## config.mk

```make
export PLATFORM = sky130hd
export DESIGN_NAME = dmem_access_ctrl
export DESIGN_NICKNAME = d
export VERILOG_FILES = /design/src/rtl/dmem_access_ctrl.sv
export SDC_FILE = /design/constraint.sdc
export NUM_CORES = 1
export LEC_CHECK = 0
export CELL_PAD_IN_SITES_DETAIL_PLACEMENT = 1
export CELL_PAD_IN_SITES_GLOBAL_PLACEMENT = 1
export CORE_MARGIN = 2
export CORE_UTILIZATION = 34
export DETAILED_ROUTE_END_ITERATION = 10
export PLACE_DENSITY = 0.8
export SKIP_LAST_GASP = 1
export SLEW_MARGIN = 20
export SYNTH_ARGS = -nofsm -noshare
export SYNTH_HDL_FRONTEND = slang
export SYNTH_SLANG_ARGS = --single-unit
```

## constraint.sdc

```tcl
create_clock -name clk -period 4.6 [get_ports clk]
set_input_delay 1.15 -clock clk [delete_from_list [all_inputs] [get_ports clk]]
set_output_delay 1.15 -clock clk [all_outputs]
set_load 0.02 [all_outputs]
```

## src/rtl/dmem_access_ctrl.sv

```systemverilog
// Data-memory access sequencer: issues one load or store over a valid/ready port,
// holds the core in stall until the access retires and returns the extended load value.
module dmem_access_ctrl #(
    parameter int ADDR_WIDTH     = 32,
    parameter int DATA_WIDTH     = 32,
    parameter int FUNCT3_WIDTH   = 3,
    parameter int TIMEOUT_CYCLES = 255
) (
    input  logic                    clk,
    input  logic                    rst,
    input  logic                    mem_read,
    input  logic                    mem_write,
    input  logic [FUNCT3_WIDTH-1:0] funct3,
    input  logic [ADDR_WIDTH-1:0]   addr,
    input  logic [DATA_WIDTH-1:0]   store_data,
    output logic                    stall,
    output logic [DATA_WIDTH-1:0]   load_data,
    output logic                    load_valid,
    output logic                    access_err,
    output logic                    timeout,
    output logic                    dmem_req_valid,
    input  logic                    dmem_req_ready,
    output logic                    dmem_we,
    output logic [ADDR_WIDTH-1:0]   dmem_addr,
    output logic [DATA_WIDTH-1:0]   dmem_wdata,
    output logic [3:0]              dmem_wstrb,
    input  logic                    dmem_resp_valid,
    input  logic [DATA_WIDTH-1:0]   dmem_rdata
);
    localparam int CNT_WIDTH = $clog2(TIMEOUT_CYCLES + 1);
    localparam logic [CNT_WIDTH-1:0] CNT_LAST = CNT_WIDTH'(TIMEOUT_CYCLES - 1);

    typedef enum logic [1:0] {
        ST_IDLE = 2'd0,
        ST_REQ  = 2'd1,
        ST_WAIT = 2'd2,
        ST_DONE = 2'd3
    } state_t;

    // Exactly one of read/write, a known size code, and natural alignment.
    function automatic logic req_legal(input logic rd, input logic wr,
                                       input logic [2:0] f3, input logic [1:0] off);
        logic ok_s;
        ok_s = 1'b0;
        case (f3)
            3'b000:  ok_s = 1'b1;
            3'b001:  ok_s = ~off[0];
            3'b010:  ok_s = (off == 2'b00);
            3'b100:  ok_s = rd;
            3'b101:  ok_s = rd & ~off[0];
            default: ok_s = 1'b0;
        endcase
        return ok_s & (rd ^ wr);
    endfunction

    function automatic logic [35:0] store_lanes(input logic [2:0] f3, input logic [1:0] off,
                                                input logic [31:0] data);
        logic [31:0] wdata_s;
        logic [3:0]  strb_s;
        case (f3[1:0])
            2'b00: begin
                wdata_s = {4{data[7:0]}};
                strb_s  = 4'b0001 << off;
            end
            2'b01: begin
                wdata_s = {2{data[15:0]}};
                strb_s  = 4'b0011 << off;
            end
            default: begin
                wdata_s = data;
                strb_s  = 4'b1111;
            end
        endcase
        return {strb_s, wdata_s};
    endfunction

    function automatic logic [31:0] load_extract(input logic [2:0] f3, input logic [1:0] off,
                                                 input logic [31:0] rdata);
        logic [31:0] sh_s;
        logic [31:0] res_s;
        sh_s = rdata >> {off, 3'b000};
        case (f3[1:0])
            2'b00:   res_s = f3[2] ? {24'h000000, sh_s[7:0]} : {{24{sh_s[7]}}, sh_s[7:0]};
            2'b01:   res_s = f3[2] ? {16'h0000, sh_s[15:0]} : {{16{sh_s[15]}}, sh_s[15:0]};
            default: res_s = rdata;
        endcase
        return res_s;
    endfunction

    state_t                  state_q, state_d;
    logic [CNT_WIDTH-1:0]    cnt_q, cnt_d;
    logic [2:0]              f3_q, f3_d;
    logic [1:0]              off_q, off_d;
    logic                    we_q, we_d;
    logic                    req_valid_q, req_valid_d;
    logic [ADDR_WIDTH-1:0]   addr_q, addr_d;
    logic [DATA_WIDTH-1:0]   wdata_q, wdata_d;
    logic [3:0]              wstrb_q, wstrb_d;
    logic [DATA_WIDTH-1:0]   load_data_q, load_data_d;
    logic                    load_valid_q, load_valid_d;
    logic                    access_err_q, access_err_d;
    logic                    timeout_q, timeout_d;
    logic                    stall_s;
    logic                    legal_s;
    logic [35:0]             lanes_s;

    assign legal_s = req_legal(mem_read, mem_write, funct3[2:0], addr[1:0]);
    assign lanes_s = store_lanes(funct3[2:0], addr[1:0], store_data);

    // Next-state, request latching, timeout counting and load extraction.
    always_comb begin
        state_d      = state_q;
        cnt_d        = cnt_q;
        f3_d         = f3_q;
        off_d        = off_q;
        we_d         = we_q;
        req_valid_d  = 1'b0;
        addr_d       = addr_q;
        wdata_d      = wdata_q;
        wstrb_d      = wstrb_q;
        load_data_d  = load_data_q;
        load_valid_d = 1'b0;
        access_err_d = 1'b0;
        timeout_d    = 1'b0;
        stall_s      = 1'b0;
        case (state_q)
            ST_IDLE: begin
                if ((mem_read | mem_write) && legal_s) begin
                    f3_d        = funct3[2:0];
                    off_d       = addr[1:0];
                    we_d        = mem_write;
                    addr_d      = {addr[ADDR_WIDTH-1:2], 2'b00};
                    wdata_d     = lanes_s[31:0];
                    wstrb_d     = mem_write ? lanes_s[35:32] : 4'b0000;
                    cnt_d       = '0;
                    req_valid_d = 1'b1;
                    stall_s     = 1'b1;
                    state_d     = ST_REQ;
                end else if (mem_read | mem_write) begin
                    access_err_d = 1'b1;
                end else begin
                    state_d = ST_IDLE;
                end
            end
            ST_REQ: begin
                stall_s = 1'b1;
                cnt_d   = cnt_q + CNT_WIDTH'(1);
                // A handshake on the last allowed cycle still completes normally.
                if (dmem_req_ready) begin
                    state_d = we_q ? ST_DONE : ST_WAIT;
                end else if (cnt_q == CNT_LAST) begin
                    timeout_d   = 1'b1;
                    load_data_d = '0;
                    state_d     = ST_DONE;
                end else begin
                    req_valid_d = 1'b1;
                end
            end
            ST_WAIT: begin
                stall_s = 1'b1;
                cnt_d   = cnt_q + CNT_WIDTH'(1);
                if (dmem_resp_valid) begin
                    load_data_d  = load_extract(f3_q, off_q, dmem_rdata);
                    load_valid_d = 1'b1;
                    state_d      = ST_DONE;
                end else if (cnt_q == CNT_LAST) begin
                    timeout_d   = 1'b1;
                    load_data_d = '0;
                    state_d     = ST_DONE;
                end else begin
                    state_d = ST_WAIT;
                end
            end
            ST_DONE: state_d = ST_IDLE;
            default: state_d = ST_IDLE;
        endcase
    end

    // State and output registers; reset abandons any access in flight.
    always_ff @(posedge clk or posedge rst) begin
        if (rst) begin
            state_q      <= ST_IDLE;
            cnt_q        <= '0;
            f3_q         <= 3'b000;
            off_q        <= 2'b00;
            we_q         <= 1'b0;
            req_valid_q  <= 1'b0;
            addr_q       <= '0;
            wdata_q      <= '0;
            wstrb_q      <= 4'b0000;
            load_data_q  <= '0;
            load_valid_q <= 1'b0;
            access_err_q <= 1'b0;
            timeout_q    <= 1'b0;
        end else begin
            state_q      <= state_d;
            cnt_q        <= cnt_d;
            f3_q         <= f3_d;
            off_q        <= off_d;
            we_q         <= we_d;
            req_valid_q  <= req_valid_d;
            addr_q       <= addr_d;
            wdata_q      <= wdata_d;
            wstrb_q      <= wstrb_d;
            load_data_q  <= load_data_d;
            load_valid_q <= load_valid_d;
            access_err_q <= access_err_d;
            timeout_q    <= timeout_d;
        end
    end

    // Stall covers the detect cycle, so it cannot be registered; reset masks it.
    assign stall          = stall_s & ~rst;
    assign load_data      = load_data_q;
    assign load_valid     = load_valid_q;
    assign access_err     = access_err_q;
    assign timeout        = timeout_q;
    assign dmem_req_valid = req_valid_q;
    assign dmem_we        = we_q;
    assign dmem_addr      = addr_q;
    assign dmem_wdata     = wdata_q;
    assign dmem_wstrb     = wstrb_q;

endmodule
```

==> impl_metrics.py, run 1 <==
metrics = {
    "sta": {
        "period_needed_ns": 4.16,
        "rsz0062_at_grt": "false",
        "max_slew_margin": 0.295,
        "hold_slack_ns": 0.476,
        "tightest_slew_ns": 1.04,
        "skew_ns": 0.00965,
        "max_freq_mhz": 240,
        "final-max-slew-violation-count": 0,
        "hold_viol": 0,
        "fin_crit_sh": 0.904,
        "fin_setup_tns_ns": 0,
        "setup_violations": 0,
    },
    "power_and_ir_drop": {
        "p_leak_nw": 3.68,
        "p_per_area_nw_per_um2": 736,
        "ir_worst_vdd_mv": 0.343,
    },
    "route": {
        "ant_nets": 0,
        "routed_wl_um": 20400,
        "viasPerCell": 5.43,
        "vias": 5414,
        "dr.first_iter.drc_count": 326,
        "wl_per_cell_um": 20.5,
        "firstDrtPassIters": 5,
        "remaining_drc_errors": 0,
    },
    "place": {
        "place_hpwl_um": 14800,
        "portBuffers": 208,
        "dp.cells": 965,
        "place.gp.congestion": 0.839,
    },
    "worst_setup_path": {
        "crit_arrival_ns": 3.01,
        "worst_ep_required_time_ns": 3.45,
        "endpoint_kind": "output pin",
        "path_max_fanout": 3,
        "startpoint_type": "primary input",
        "critical_path_class": "primary input to output pin",
    },
    "global_routing": {
        "grt_pass1_wl_um": 32200,
        "grt_max_degree": 98,
        "gr-total-overflow": 0,
        "grtUsageTotal": 0.226,
        "grt_pass1_vias": 5985,
        "antenna_found_initial": 0,
    },
    "floorplan": {
        "fp-row-count": 48,
        "dieArea_um2": 18600,
        "initial_utilization": 0.346,
        "dieHeight_um": 136,
        "fp.dieW_um": 136,
        "core_um2": 17200,
        "top_level_ports": 211,
    },
    "clocking": {
        "cts.htree.levels": 4,
        "clk_pin_slew_ns": 0.06,
        "clock_latency_ns": 0.41,
        "root_buffer": "clkbuf_16",
        "clock-sinks": 118,
        "cts_tree": "yes",
        "numCtsBuffers": 17,
        "cts_buffer_depth": 2,
    },
    "synth": {
        "syn_inst": 566,
        "yosysUniqueCellTypes": 46,
        "synth-edff-count": 0,
        "ys.flop_type": "dfrtp_1",
        "ys_ff_latch": 118,
        "syn_area_um2": 5950,
        "synthArstFlopShare": 1.00,
        "ys_seq_area_frac": 0.496,
        "syn_area_per_cell_um2": 10.5,
        "yosys_warnings": 0,
    },
    "cells_and_area": {
        "nets": 871,
        "syn_to_final_growth_pct": 47.8,
        "num-fill-cells": 1866,
        "mostFrequentLayoutCell": "clkdlybuf4s50_1",
        "seqCellArea_um2": 2950,
        "multiInputGateArea_um2": 2690,
        "utilization": 0.512,
        "num_antenna_cells": 0,
        "drive_above_1_share": 0.119,
        "final_cell_mix": "clkdlybuf4s50_1, dfrtp_1, nand2_1",
        "final_cell_count_no_fill": 997,
    },
    "flow_run": {
        "cap_violations": 0,
    },
    "outcome": {
        "status": "complete, no violations",
    },
    "min_path": {
        "hold_path.class": "flop to flop",
    },
}
-- critical path, stage by stage --
cell	delay [ns]
clkdlybuf4s50_1	0.50
inv_1	0.08
ha_1	0.27
a21boi_0	0.24
nand4_1	0.23
a211oi_1	0.28
dlymetal6s2s_1	0.25
-- final cells by class --
class / count / area share
inverter: 23 / 0.0101
timing repair buffer: 219 / 0.248
sequential: 118 / 0.336
clock inverter: 12 / 0.0175
clock buffer: 20 / 0.0508
multi-input combinational: 380 / 0.306
tap: 225 / 0.0320
-- metrics by stage --
step / total power [mW] / instance area [um2] / worst slack [ns]
floorplan: 3.67 / 5950 / 0.321
global placement: 4.97 / 8190 / 0.0501
detailed placement: 5.12 / 8190 / 0.00255
CTS: 6.51 / 8790 / 0.00954
global route: 6.85 / 8800 / 0.325
finish: 6.47 / 8800 / 0.441
-- synth_stat cells, types with 6 or more instances --
| master | count | area [um2] |
|---|---|---|
| a21oi_1 | 15 | 75.1 |
| a221o_1 | 9 | 90.1 |
| a311oi_1 | 22 | 193 |
| buf_2 | 6 | 30.0 |
| clkbuf_1 | 29 | 109 |
| dfrtp_1 | 118 | 2950 |
| ha_1 | 7 | 87.6 |
| inv_1 | 23 | 86.3 |
| mux2_2 | 44 | 495 |
| mux2i_1 | 35 | 350 |
| nand2_1 | 62 | 233 |
| nand3_1 | 9 | 45.0 |
| nor2_1 | 19 | 71.3 |
| nor3_1 | 8 | 40.0 |
| nor4b_1 | 16 | 140 |
| o211ai_1 | 12 | 90.1 |
| o21ai_0 | 44 | 220 |
| o22ai_1 | 23 | 144 |
| o2bb2ai_1 | 6 | 52.6 |
-- per-layer routing --
metal	part of all wire	wire, um	global-route usage
met1	0.40	8090	0.258
met2	0.47	9690	0.369
met3	0.10	2050	0.101
met4	0.030	618	0.0903
met5	0	0	0
-- timing repair --
| action | in CTS | in global routing |
|---|---|---|
| buffers inserted | 0 | 0 |
| hold buffers | 0 | 0 |
| setup endpoints to repair | 0 | 1 |
| resized for setup | 0 | 1 |
-- kinds of logic after synthesis --
kind of cell | after synthesis | synth area share
buf+inv | 69 | 0.0528
fa+ha+maj | 7 | 0.0147
other cells | 1 | 0.000630
mux | 80 | 0.144
flops | 118 | 0.496
compound gates | 151 | 0.174
simple gates | 140 | 0.117
-- power breakdown --
| part | switching (mW) | internal (mW) |
|---|---|---|
| clock network | 0.492 | 0.865 |
| registers | 0.469 | 1.55 |
| logic | 1.63 | 1.46 |
| total | 2.59 | 3.88 |
-- path summary, 6_finish.rpt --
kind | from | end | slack, ns | cells past startpoint
setup / recovery | mem_write | stall | 0.44 | 7
setup reg to reg | state_q[0] | dmem_addr[6] | 1.83 | 7
hold reg to reg | dmem_wdata[23] | dmem_wdata[23] | 0.48 | 2
min in group asynchronous | rst | access_err | 1.33 | 2
hold / removal | dmem_wdata[23] | dmem_wdata[23] | 0.48 | 2
max in group asynchronous | rst | off_q[0] | 2.43 | 3
-- registers in the layout (all words and copies together), names as in the netlist --
name,count
dmem_req_valid,1
dmem_wdata,32
load_data,32
state_q,2
timeout,1
f3_q,3
cnt_q,8
off_q,2
dmem_we,1
dmem_wstrb,4
dmem_addr,30
load_valid,1
access_err,1
(Power assumes the default switching activity.)
==> run 2, diff against run 1 <==
SLEW_MARGIN = 0   (was 20)
==> impl_metrics.py, run 2 (synthesis results as in run 1) <==
metrics = {
    "outcome": {
        "status": "complete, no violations",
    },
    "sta": {
        "max_freq_mhz": 240,
        "fin_crit_sh": 0.904,
        "fin_setup_tns_ns": 0,
        "rsz0062_at_grt": "false",
        "period_needed_ns": 4.16,
        "skew_ns": 0.00965,
        "setup_violations": 0,
        "hold_viol": 0,
        "max_slew_margin": 0.246,
        "tightest_slew_ns": 1.13,
        "final-max-slew-violation-count": 0,
    },
    "power_and_ir_drop": {
        "p_int_mw": 3.88,
        "p_per_area_nw_per_um2": 736,
        "sequentialPowerShare": 0.313,
        "p_leak_nw": 3.68,
        "switchingPower_mw": 2.59,
        "combPwrFrac": 0.478,
        "swShare": 0.400,
        "clockPowerShare": 0.210,
        "ir_worst_vdd_mv": 0.343,
    },
    "cells_and_area": {
        "syn_to_final_growth_pct": 47.8,
        "seqCellArea_um2": 2950,
        "num-fill-cells": 1867,
        "utilization": 0.512,
        "final_cell_mix": "clkdlybuf4s50_1, dfrtp_1, nand2_1",
        "mostFrequentLayoutCell": "clkdlybuf4s50_1",
        "num_antenna_cells": 0,
        "drive_above_1_share": 0.118,
        "nets": 871,
        "multiInputGateArea_um2": 2690,
    },
    "clocking": {
        "clock-sinks": 118,
        "numCtsBuffers": 17,
        "cts.htree.levels": 4,
        "clk_pin_slew_ns": 0.06,
        "clock_latency_ns": 0.41,
        "root_buffer": "clkbuf_16",
        "cts_tree": "yes",
        "cts_buffer_depth": 2,
    },
    "global_routing": {
        "grtUsageTotal": 0.226,
        "grt_pass1_wl_um": 32200,
        "grt_pass1_vias": 5985,
        "gr-total-overflow": 0,
        "antenna_found_initial": 0,
        "grt_max_degree": 98,
    },
    "route": {
        "remaining_drc_errors": 0,
        "wl_per_cell_um": 20.5,
        "routed_wl_um": 20400,
        "firstDrtPassIters": 5,
        "vias": 5414,
        "viasPerCell": 5.43,
        "dr.first_iter.drc_count": 326,
        "ant_nets": 0,
    },
    "worst_setup_path": {
        "r2r_slack_ns": 1.83,
        "worst-r2r-cell-count": 4,
        "critPathSlowestCell": "clkdlybuf4s50_1",
        "path_max_fanout": 3,
        "critPathCapture": "stall",
        "cp-startpoint": "mem_write",
        "worst_ep_required_time_ns": 3.45,
        "r2r-start": "off_q[0]",
        "endpoint_kind": "output pin",
        "critical_path_class": "primary input to output pin",
        "crit_arrival_ns": 3.01,
        "startpoint_type": "primary input",
        "slowest_delay_ns": 0.50,
        "r2r-end": "load_data[18]",
        "path_cells": "clkdlybuf4s50_1 > inv_1 > ha_1 > a21boi_0 > nand4_1 > a211oi_1 > dlymetal6s2s_1",
    },
    "place": {
        "place_hpwl_um": 14800,
        "place.gp.congestion": 0.839,
        "portBuffers": 208,
    },
    "floorplan": {
        "fp.dieW_um": 136,
        "fp-row-count": 48,
        "top_level_ports": 211,
        "initial_utilization": 0.346,
        "core_um2": 17200,
        "dieHeight_um": 136,
        "dieArea_um2": 18600,
    },
    "min_path": {
        "hold_path.class": "flop to flop",
    },
    "flow_run": {
        "cap_violations": 0,
    },
}
run 2: cell counts in the layout (fill, tap and decap cells not counted):
Identical to the previous run, type by type.
run 2: worst min-delay path by stage:
stage	from	end	depth (start not counted)
3_3_place_gp	dmem_wdata[13]	dmem_wdata[13]	2
4_1_cts	dmem_wdata[23]	dmem_wdata[23]	2
5_1_grt	dmem_wdata[23]	dmem_wdata[23]	2
3_5_place_dp	dmem_wdata[23]	dmem_wdata[23]	2
6_report	dmem_wdata[23]	dmem_wdata[23]	2
2_1_floorplan	cnt_q[6]	cnt_q[6]	1
run 2: what timing repair did:
item / in CTS / in global routing
hold buffers: 0 / 0
endpoints found under the setup margin: 0 / 1
setup buffers: 0 / 0
resized for setup: 0 / 1
run 2: metal layers:
metal | track usage | vias up | part of all wire
li1 | - | 2471 | -
met1 | 0.258 | 2664 | 0.40
met2 | 0.369 | 235 | 0.47
met3 | 0.101 | 44 | 0.10
met4 | 0.0903 | 0 | 0.030
met5 | 0 | - | 0
run 2: final cells by class:
class                   count  area share
clock buffers              20      0.0508
clock inverters            12      0.0175
inverters                  23      0.0101
multi-input cells         380       0.306
flip-flops and latches    118       0.336
well taps                 225      0.0320
repair buffers            219       0.248
run 2: per-stage QoR:
stage                     hold WS, ns  setup slack (ns)  cells  power (mW)  cell area [um2]
after floorplan                 0.467             0.321    567        3.67             5950
after global placement          0.460            0.0501    965        4.97             8190
after detailed placement        0.469           0.00255    965        5.12             8190
after CTS                       0.483           0.00954    997        6.51             8790
after global routing            0.505             0.325    997        6.85             8790
final                           0.476             0.441    997        6.47             8790
run 2: power by group through the flow:
stage          sequential [mW]  combinational, mW  clock, mW
4_1_cts                   2.02               3.11       1.38
3_3_place_gp              1.99               2.98          0
2_1_floorplan             2.38               1.29          0
5_1_grt                   2.09               3.32       1.43
3_5_place_dp              2.03               3.09          0
6_report                  2.02               3.09       1.36
run 2: worst max-delay path: cells and delay by family:
kind            cells  cell delay [ns]
simple gates        1             0.23
fa+ha+maj           1             0.27
compound gates      2             0.52
buf+inv             3             0.83
==> run 3, diff against run 2 <==
MAX_ROUTING_LAYER = met4   (was default)
==> impl_metrics.py, run 3 (synthesis results as in run 1) <==
metrics = {
    "worst_setup_path": {
        "cpLargestDelayFamily": "buffers and inverters",
        "critical_path_buf_inv_count": 3,
        "path_max_fanout": 3,
        "cp-startpoint": "mem_write",
        "slowest_delay_ns": 0.51,
        "critical_path_class": "primary input to output pin",
        "critPathSlowestCell": "clkdlybuf4s50_1",
        "endpoint_kind": "output pin",
        "crit_arrival_ns": 3.00,
        "startpoint_type": "primary input",
        "r2r-start": "state_q[0]",
        "path_cells": "clkdlybuf4s50_1 > inv_1 > ha_1 > a21boi_0 > nand4_1 > a211oi_1 > dlymetal6s2s_1",
        "worst_ep_required_time_ns": 3.45,
    },
    "route": {
        "routed_wl_um": 20800,
        "viasPerCell": 5.51,
        "dr.first_iter.drc_count": 278,
        "wl_per_cell_um": 20.9,
        "vias": 5498,
        "firstDrtPassIters": 4,
        "ant_nets": 0,
        "remaining_drc_errors": 0,
    },
    "cells_and_area": {
        "mostFrequentLayoutCell": "clkdlybuf4s50_1",
        "utilization": 0.511,
        "final_cell_mix": "clkdlybuf4s50_1, dfrtp_1, nand2_1",
        "num_antenna_cells": 0,
        "nets": 872,
        "syn_to_final_growth_pct": 47.6,
        "num-fill-cells": 1907,
        "drive_above_1_share": 0.122,
    },
    "global_routing": {
        "antenna_found_initial": 0,
        "grt_pass1_wl_um": 33200,
        "gr-total-overflow": 0,
        "grtUsageTotal": 0.241,
        "grt_max_degree": 68,
        "grt_pass1_vias": 6059,
    },
    "clocking": {
        "cts_tree": "yes",
        "cts.htree.levels": 4,
        "clk_pin_slew_ns": 0.06,
        "root_buffer": "clkbuf_16",
        "clock-sinks": 118,
        "post-cts-setup-buffer-count": 0,
        "numCtsBuffers": 17,
        "clock_latency_ns": 0.42,
        "cts_buffer_depth": 2,
    },
    "place": {
        "portBuffers": 208,
        "place_hpwl_um": 15100,
        "dp_slack_ns": 0.00462,
        "place.gp.congestion": 0.846,
    },
    "floorplan": {
        "dieArea_um2": 18600,
        "top_level_ports": 211,
        "core_um2": 17200,
        "initial_utilization": 0.346,
        "fp.dieW_um": 136,
        "fp-row-count": 48,
        "dieHeight_um": 136,
    },
    "power_and_ir_drop": {
        "p_leak_nw": 3.68,
        "power_mw": 6.46,
        "ir_worst_vdd_mv": 0.310,
        "p_per_area_nw_per_um2": 735,
    },
    "sta": {
        "hold_viol": 0,
        "fin_crit_sh": 0.903,
        "skew_ns": 0.0119,
        "setup_slack_ns": 0.448,
        "final-max-slew-violation-count": 0,
        "max_slew_margin": 0.299,
        "period_needed_ns": 4.15,
        "fin_setup_tns_ns": 0,
        "setup_violations": 0,
        "max_freq_mhz": 241,
        "tightest_slew_ns": 1.03,
        "rsz0062_at_grt": "false",
    },
    "min_path": {
        "min_from": "dmem_wdata[13]",
        "hold_path.class": "flop to flop",
    },
    "flow_run": {
        "cap_violations": 0,
    },
    "outcome": {
        "status": "complete, no violations",
    },
}
run 3: repair_timing:
action	CTS	global route
endpoints found under the hold margin	0	0
hold buffers	0	0
endpoints found under the setup margin	0	1
gates resized for setup	0	1
run 3: routing by layer:
metal,global-route usage,share of wire,up-vias
li1,-,-,2477
met1,0.273,0.39,2737
met2,0.385,0.49,240
met3,0.0936,0.097,44
met4,0.0943,0.030,0
met5,-,0,-
run 3: power breakdown:
part | switching (mW) | internal [mW]
clock network | 0.554 | 0.765
registers | 0.433 | 1.55
logic | 1.68 | 1.47
total | 2.67 | 3.79
run 3: path summary, 6_finish.rpt:
check                            endpoint  slack [ns]  cells past startpoint
setup / recovery                    stall        0.45                      7
setup reg to reg                 cnt_q[5]        1.76                      8
min in group asynchronous      access_err        1.31                      2
hold reg to reg            dmem_wdata[13]        0.48                      2
max in group asynchronous   dmem_addr[31]        2.48                      3
hold / removal             dmem_wdata[13]        0.48                      2
run 3: area by class of cell:
| class | count | area (um2) | area share |
|---|---|---|---|
| timing repair buffer | 220 | 2190 | 0.249 |
| multi-input combinational | 380 | 2690 | 0.306 |
| sequential | 118 | 2950 | 0.336 |
| tap | 225 | 282 | 0.0321 |
| clock inverter | 15 | 156 | 0.0178 |
| clock buffer | 17 | 425 | 0.0484 |
| inverter | 23 | 88.8 | 0.0101 |
run 3: stage by stage:
step	instances	cell area [um2]	hold WS, ns
4_1_cts	998	8780	0.487
5_1_grt	998	8780	0.514
2_1_floorplan	567	5950	0.467
3_3_place_gp	966	8200	0.461
3_5_place_dp	966	8200	0.473
6_report	998	8780	0.480
run 3: worst min-delay path, cell delays in order (launching register included):
cell,delay [ns]
dfrtp_1,0.34
nand2_1,0.05
o21ai_0,0.06
